**config.mk**
```make
export PLATFORM = sky130hd
export DESIGN_NAME = flash_cmd_arbiter
export DESIGN_NICKNAME = d
export VERILOG_FILES = /design/src/rtl/flash_cmd_arbiter.sv
export SDC_FILE = /design/constraint.sdc
export NUM_CORES = 1
export LEC_CHECK = 0
export ABC_AREA = 1
export ABC_CLOCK_PERIOD_IN_PS = 2900
export CORE_ASPECT_RATIO = 1.1
export CORE_MARGIN = 3
export CORE_UTILIZATION = 45
export CTS_CLUSTER_DIAMETER = 60
export DETAILED_ROUTE_END_ITERATION = 7
export MAX_ROUTING_LAYER = met4
export PLACE_DENSITY_LB_ADDON = 0.1
export SKIP_LAST_GASP = 1
export SYNTH_ARGS = -nofsm -noshare
export SYNTH_HDL_FRONTEND = slang
export SYNTH_SLANG_ARGS = --single-unit
export TNS_END_PERCENT = 50
```
**constraint.sdc**
```tcl
create_clock -name CLK -period 2.9 [get_ports CLK]
set_input_delay 0.58 -clock CLK [delete_from_list [all_inputs] [get_ports CLK]]
set_output_delay 0.58 -clock CLK [all_outputs]
set_load 0.005 [all_outputs]
```
**src/rtl/flash_cmd_arbiter.sv**
```systemverilog
// flash_cmd_arbiter
//   Round-robin arbiter sharing one SPI-flash command sequencer among NREQ
//   requesters. Only one operation is in flight at a time. Completion is
//   detected when the sequencer state returns to idle (0). Acknowledge and
//   operation watchdogs report timeouts through err. A hung sequencer raises
//   fault until it returns to idle.
// Ports:
//   CLK, RSTn      clock, asynchronous active-low reset
//   req            level request per requester
//   req_op         2-bit op per requester (0 RDID, 1 WRITE, 2 READ, 3 ERASE)
//   gnt            one-hot grant, held for the whole operation
//   done, err      1-cycle completion / timeout pulses to the owner
//   fault          high while a timed-out operation has not returned to idle
//   flash_cmd_o    one-hot command to the sequencer, asserted only in ISSUE
//   flash_state_i  sequencer state, 0 = idle
module flash_cmd_arbiter #(
  parameter int unsigned       NREQ    = 2,
  parameter int unsigned       TMO_W   = 24,
  parameter logic [TMO_W-1:0]  ACK_TMO = TMO_W'(16),
  parameter logic [TMO_W-1:0]  OP_TMO  = 24'd5_000_000
) (
  input  logic                CLK,
  input  logic                RSTn,
  input  logic [NREQ-1:0]     req,
  input  logic [2*NREQ-1:0]   req_op,
  output logic [NREQ-1:0]     gnt,
  output logic [NREQ-1:0]     done,
  output logic [NREQ-1:0]     err,
  output logic                fault,
  output logic [3:0]          flash_cmd_o,
  input  logic [3:0]          flash_state_i
);

  localparam int unsigned      OW       = (NREQ > 1) ? $clog2(NREQ) : 1;
  localparam logic [TMO_W-1:0] ACK_LAST = ACK_TMO - TMO_W'(1);
  localparam logic [TMO_W-1:0] OP_LAST  = OP_TMO - TMO_W'(1);

  typedef enum logic [1:0] {IDLE, ISSUE, BUSY, HANG} state_t;

  state_t           state;
  logic [3:0]       st_q;
  logic [OW-1:0]    rr_ptr;
  logic [OW-1:0]    owner;
  logic [TMO_W-1:0] timer;
  logic [TMO_W-1:0] timer_inc;
  logic [OW-1:0]    win;
  logic [1:0]       win_op;

  // First set request searching upward from p+1, wrapping modulo NREQ.
  // Iterating from the farthest candidate down lets the nearest one win.
  function automatic logic [OW-1:0] rr_pick(input logic [NREQ-1:0] r,
                                            input logic [OW-1:0]   p);
    logic [OW-1:0] w;
    logic [OW-1:0] idx;
    w = p;
    for (int unsigned k = NREQ; k >= 1; k--) begin
      idx = OW'((32'(p) + k) % NREQ);
      if (r[idx]) w = idx;
    end
    return w;
  endfunction

  always_comb begin
    win       = rr_pick(req, rr_ptr);
    win_op    = req_op[{win, 1'b0} +: 2];
    timer_inc = (timer == '1) ? timer : timer + TMO_W'(1);
  end

  always_ff @(posedge CLK or negedge RSTn) begin
    if (!RSTn) begin
      state       <= IDLE;
      st_q        <= '0;
      rr_ptr      <= OW'(NREQ - 1);
      owner       <= '0;
      timer       <= '0;
      gnt         <= '0;
      done        <= '0;
      err         <= '0;
      fault       <= 1'b0;
      flash_cmd_o <= '0;
    end else begin
      st_q <= flash_state_i;
      done <= '0;
      err  <= '0;
      case (state)
        IDLE: begin
          if (st_q == '0 && |req) begin
            owner       <= win;
            gnt         <= NREQ'(1) << win;
            flash_cmd_o <= 4'(1) << win_op;
            timer       <= '0;
            state       <= ISSUE;
          end
        end
        ISSUE: begin
          if (st_q != '0) begin
            flash_cmd_o <= '0;
            timer       <= '0;
            state       <= BUSY;
          end else if (timer == ACK_LAST) begin
            err         <= gnt;
            gnt         <= '0;
            flash_cmd_o <= '0;
            rr_ptr      <= owner;
            state       <= IDLE;
          end else begin
            timer <= timer_inc;
          end
        end
        BUSY: begin
          // Sequences never pass through 0 mid-operation: first 0 = finished.
          if (st_q == '0) begin
            done   <= gnt;
            gnt    <= '0;
            rr_ptr <= owner;
            state  <= IDLE;
          end else if (timer == OP_LAST) begin
            err    <= gnt;
            gnt    <= '0;
            fault  <= 1'b1;
            rr_ptr <= owner;
            state  <= HANG;
          end else begin
            timer <= timer_inc;
          end
        end
        HANG: begin
          if (st_q == '0) begin
            fault <= 1'b0;
            state <= IDLE;
          end
        end
        default: state <= IDLE;
      endcase
    end
  end

endmodule

```
==> metrics.csv <==
stage,metric,value,unit
detailed_routing,wl_per_cell,12.16,um
setup_path,crit_required,3.14,ns
global_route,grt_max_degree,44,
power_and_ir_drop,power_density,597.1,nW/um2
cts,cts_resized,0,
setup_path,r2r_setup_slack,0.80,ns
floorplan,core,5987,um2
detailed_routing,drt-pass1-iter-count,4,
floorplan,die_h,89.87,um
detailed_routing,drc,0,
cells_and_area,antenna_cells,0,
synth,synth_top_area_cell,dfrtp_1,
sta,min_period_over_period,0.7229,
synth,synth_top_area_frac,0.3652,
sta,tightest_slew,0.9484,ns
place,hpwl,4972,um
sta,slew_viol_final,0,
sta,post-route-min-period,2.096,ns
global_route,grt_use_total,0.2008,
sta,finalSetupTns,0,ns
cts,clk_pin_slew_worst_paths,0.09,ns
global_route,grt_first_pass_wirelength,11610,um
floorplan,rows,29,
synth,ys_async_sr_fraction,1.000,
sta,rsz0062_at_grt,no,
setup_path,critPathMaxFanout,15,
synth,ys_seq_area_frac,0.3743,
synth,synth_edf_count,0,
detailed_routing,antenna_left,0,
cells_and_area,layout.nets,467,
cells_and_area,drive_gt1_frac,0.08869,
detailed_routing,avgViaCountPerCell,4.945,
synth,ys_types,30,
global_route,gr-total-overflow,0,
sta,fmax,0.4770,GHz
synth,syn_area,2878,um2
global_route,gr-usage-met3,0.03200,
sta,setup_viol_count_final,0,
cts,cts_tree,built,
cts,cts.sinks,43,
power_and_ir_drop,p_leak,1.646,nW
synth,synth_common_cells,"nand2_1, nor2_1, dfrtp_1",
flow_run,drv_cap,0,
setup_path,path_class,flop to flop,
cells_and_area,register_area,1077,um2
synth,avgSynthCellArea,6.724,um2
detailed_routing,wl,6420,um
floorplan,die_x,82.25,um
cells_and_area,fillCellCount,613,
cts,clockBufferDepth,2,
floorplan,ios,23,
worst_hold_path,hold_class,input port to asynchronous set/reset pin,
synth,syn_inst,428,
status,status,"finished, final reports clean",
synth,synth_flop_cell,dfrtp_1,
place,globalplace.congestion,0.9415,
synth,ys_warn_count,0,
power_and_ir_drop,ir_drop,438.8,uV
synth,yosys-top-cells-area,"dfrtp_1, nand2_1, nor2_1, inv_1, nand3_1",
setup_path,crit_path_end_kind,flop,
global_route,antenna_found_initial,0,
floorplan,start_util,0.4807,
global_route,gr-usage-met2,0.3382,
cells_and_area,multiInputGateArea,1590,um2
cells_and_area,final_util,0.5392,
global_route,met1_usage,0.2489,
cts,clock_latency,0.30,ns
cts,root_buffer,clkbuf_8,
global_route,grt_pass1_vias,2530,
sta,clock_skew,0.008308,ns
synth,synth_most_common_cell,nand2_1,
detailed_routing,first_iter_violations,165,
detailed_routing,vias,2611,
sta,slew_headroom,0.3677,
synth,ys_ff_latch,43,
floorplan,dieArea,7391,um2
setup_path,arrival,2.34,ns
global_route,busiest_layer,met2,
place,port_buffers,22,
cts,numCtsBuffers,5,
cells_and_area,syn_to_final_growth,12.17,%
setup_path,worst_setup_path_start_kind,flop,
cts,cts_setup_buffers,0,
cts,ctsHtreeMaxLevel,2,
cts,ctsHoldBuffers,0,
synth,syn_nets,445,
sta,hold_violations,0,
sequential cells by signal, summed over array words and instances (netlist names):
name	cells
st_q	4
rr_ptr	1
fault	1
flash_cmd_o	4
timer	24
gnt	2
state	2
done	2
owner	1
err	2
report_power, final:
part           switching [mW]  internal [mW]
clock network           0.212          0.169
logic                   0.509          0.297
registers              0.0518          0.689
total                   0.772           1.16
cells by family (layout without fill, tap and decap cells):
logic type	after synthesis	count (layout)	share of synthesized area
compound gates	23	23	0.04130
xor+xnor	13	13	0.03957
fa+ha+maj	5	5	0.02174
buf+inv	50	73	0.07304
flops	43	43	0.3744
mux	1	1	0.003478
simple gates	293	293	0.4465
critical path, cell delays in order, from the launching register on:
cell	delay, ns
dfrtp_1	0.40
ha_1	0.28
nand3_1	0.24
inv_1	0.15
nand2_1	0.12
nor2_2	0.19
nand2_2	0.22
nand2_1	0.17
nand3_1	0.08
nand2_1	0.07
nand3_1	0.06
nand2_1	0.06
per-stage QoR:
stage                     setup WS, ns  area, um2  std cells  hold WS [ns]  power [mW]
after floorplan                  1.128       2878        428        0.2844       1.347
after global placement          0.5674       3143        520        0.4655       1.552
after detailed placement        0.5749       3143        520        0.4737       1.569
after CTS                       0.7769       3228        528        0.4640       1.957
after global routing            0.5462       3228        528        0.5084       2.112
final                           0.8035       3228        528        0.4244       1.927
metal layers:
| layer | wire length (um) | part of all wire | up-vias |
|---|---|---|---|
| li1 | - | - | 1361 |
| met1 | 2971 | 0.46 | 1201 |
| met2 | 3189 | 0.50 | 41 |
| met3 | 177 | 0.028 | 8 |
| met4 | 81 | 0.013 | 0 |
| met5 | 0 | 0 | - |
cell usage in the layout, fill, tap and decap left out, types with 5 or more instances in the layout:
master             n
nand2_2           14
nor2_4             5
nand3_1           30
nor2_1            65
a21oi_1            9
nand2_1          157
ha_1               5
xor2_1             9
o21ai_0           12
dfrtp_1           42
nand4_1            6
inv_1             41
clkbuf_8           5
clkdlybuf4s50_1   21
final timing paths:
| kind | start | depth (start not counted) | to |
|---|---|---|---|
| max | timer[0] | 11 | timer[7] |
| min | RSTn | 1 | timer[22] |
| max reg2reg | timer[0] | 11 | timer[7] |
| min reg2reg | flash_cmd_o[0] | 2 | flash_cmd_o[0] |
| max in group asynchronous | RSTn | 1 | owner |
| min in group CLK | flash_cmd_o[0] | 2 | flash_cmd_o[0] |
final cells by class:
type	instances	area share
Multi-Input combinational cell	335	0.4926
Sequential cell	43	0.3337
Timing Repair Buffer	22	0.06667
Inverter	43	0.05078
Tap cell	77	0.02984
Clock buffer	6	0.02248
Clock inverter	2	0.003876
Power figures use the tool's default switching activity.
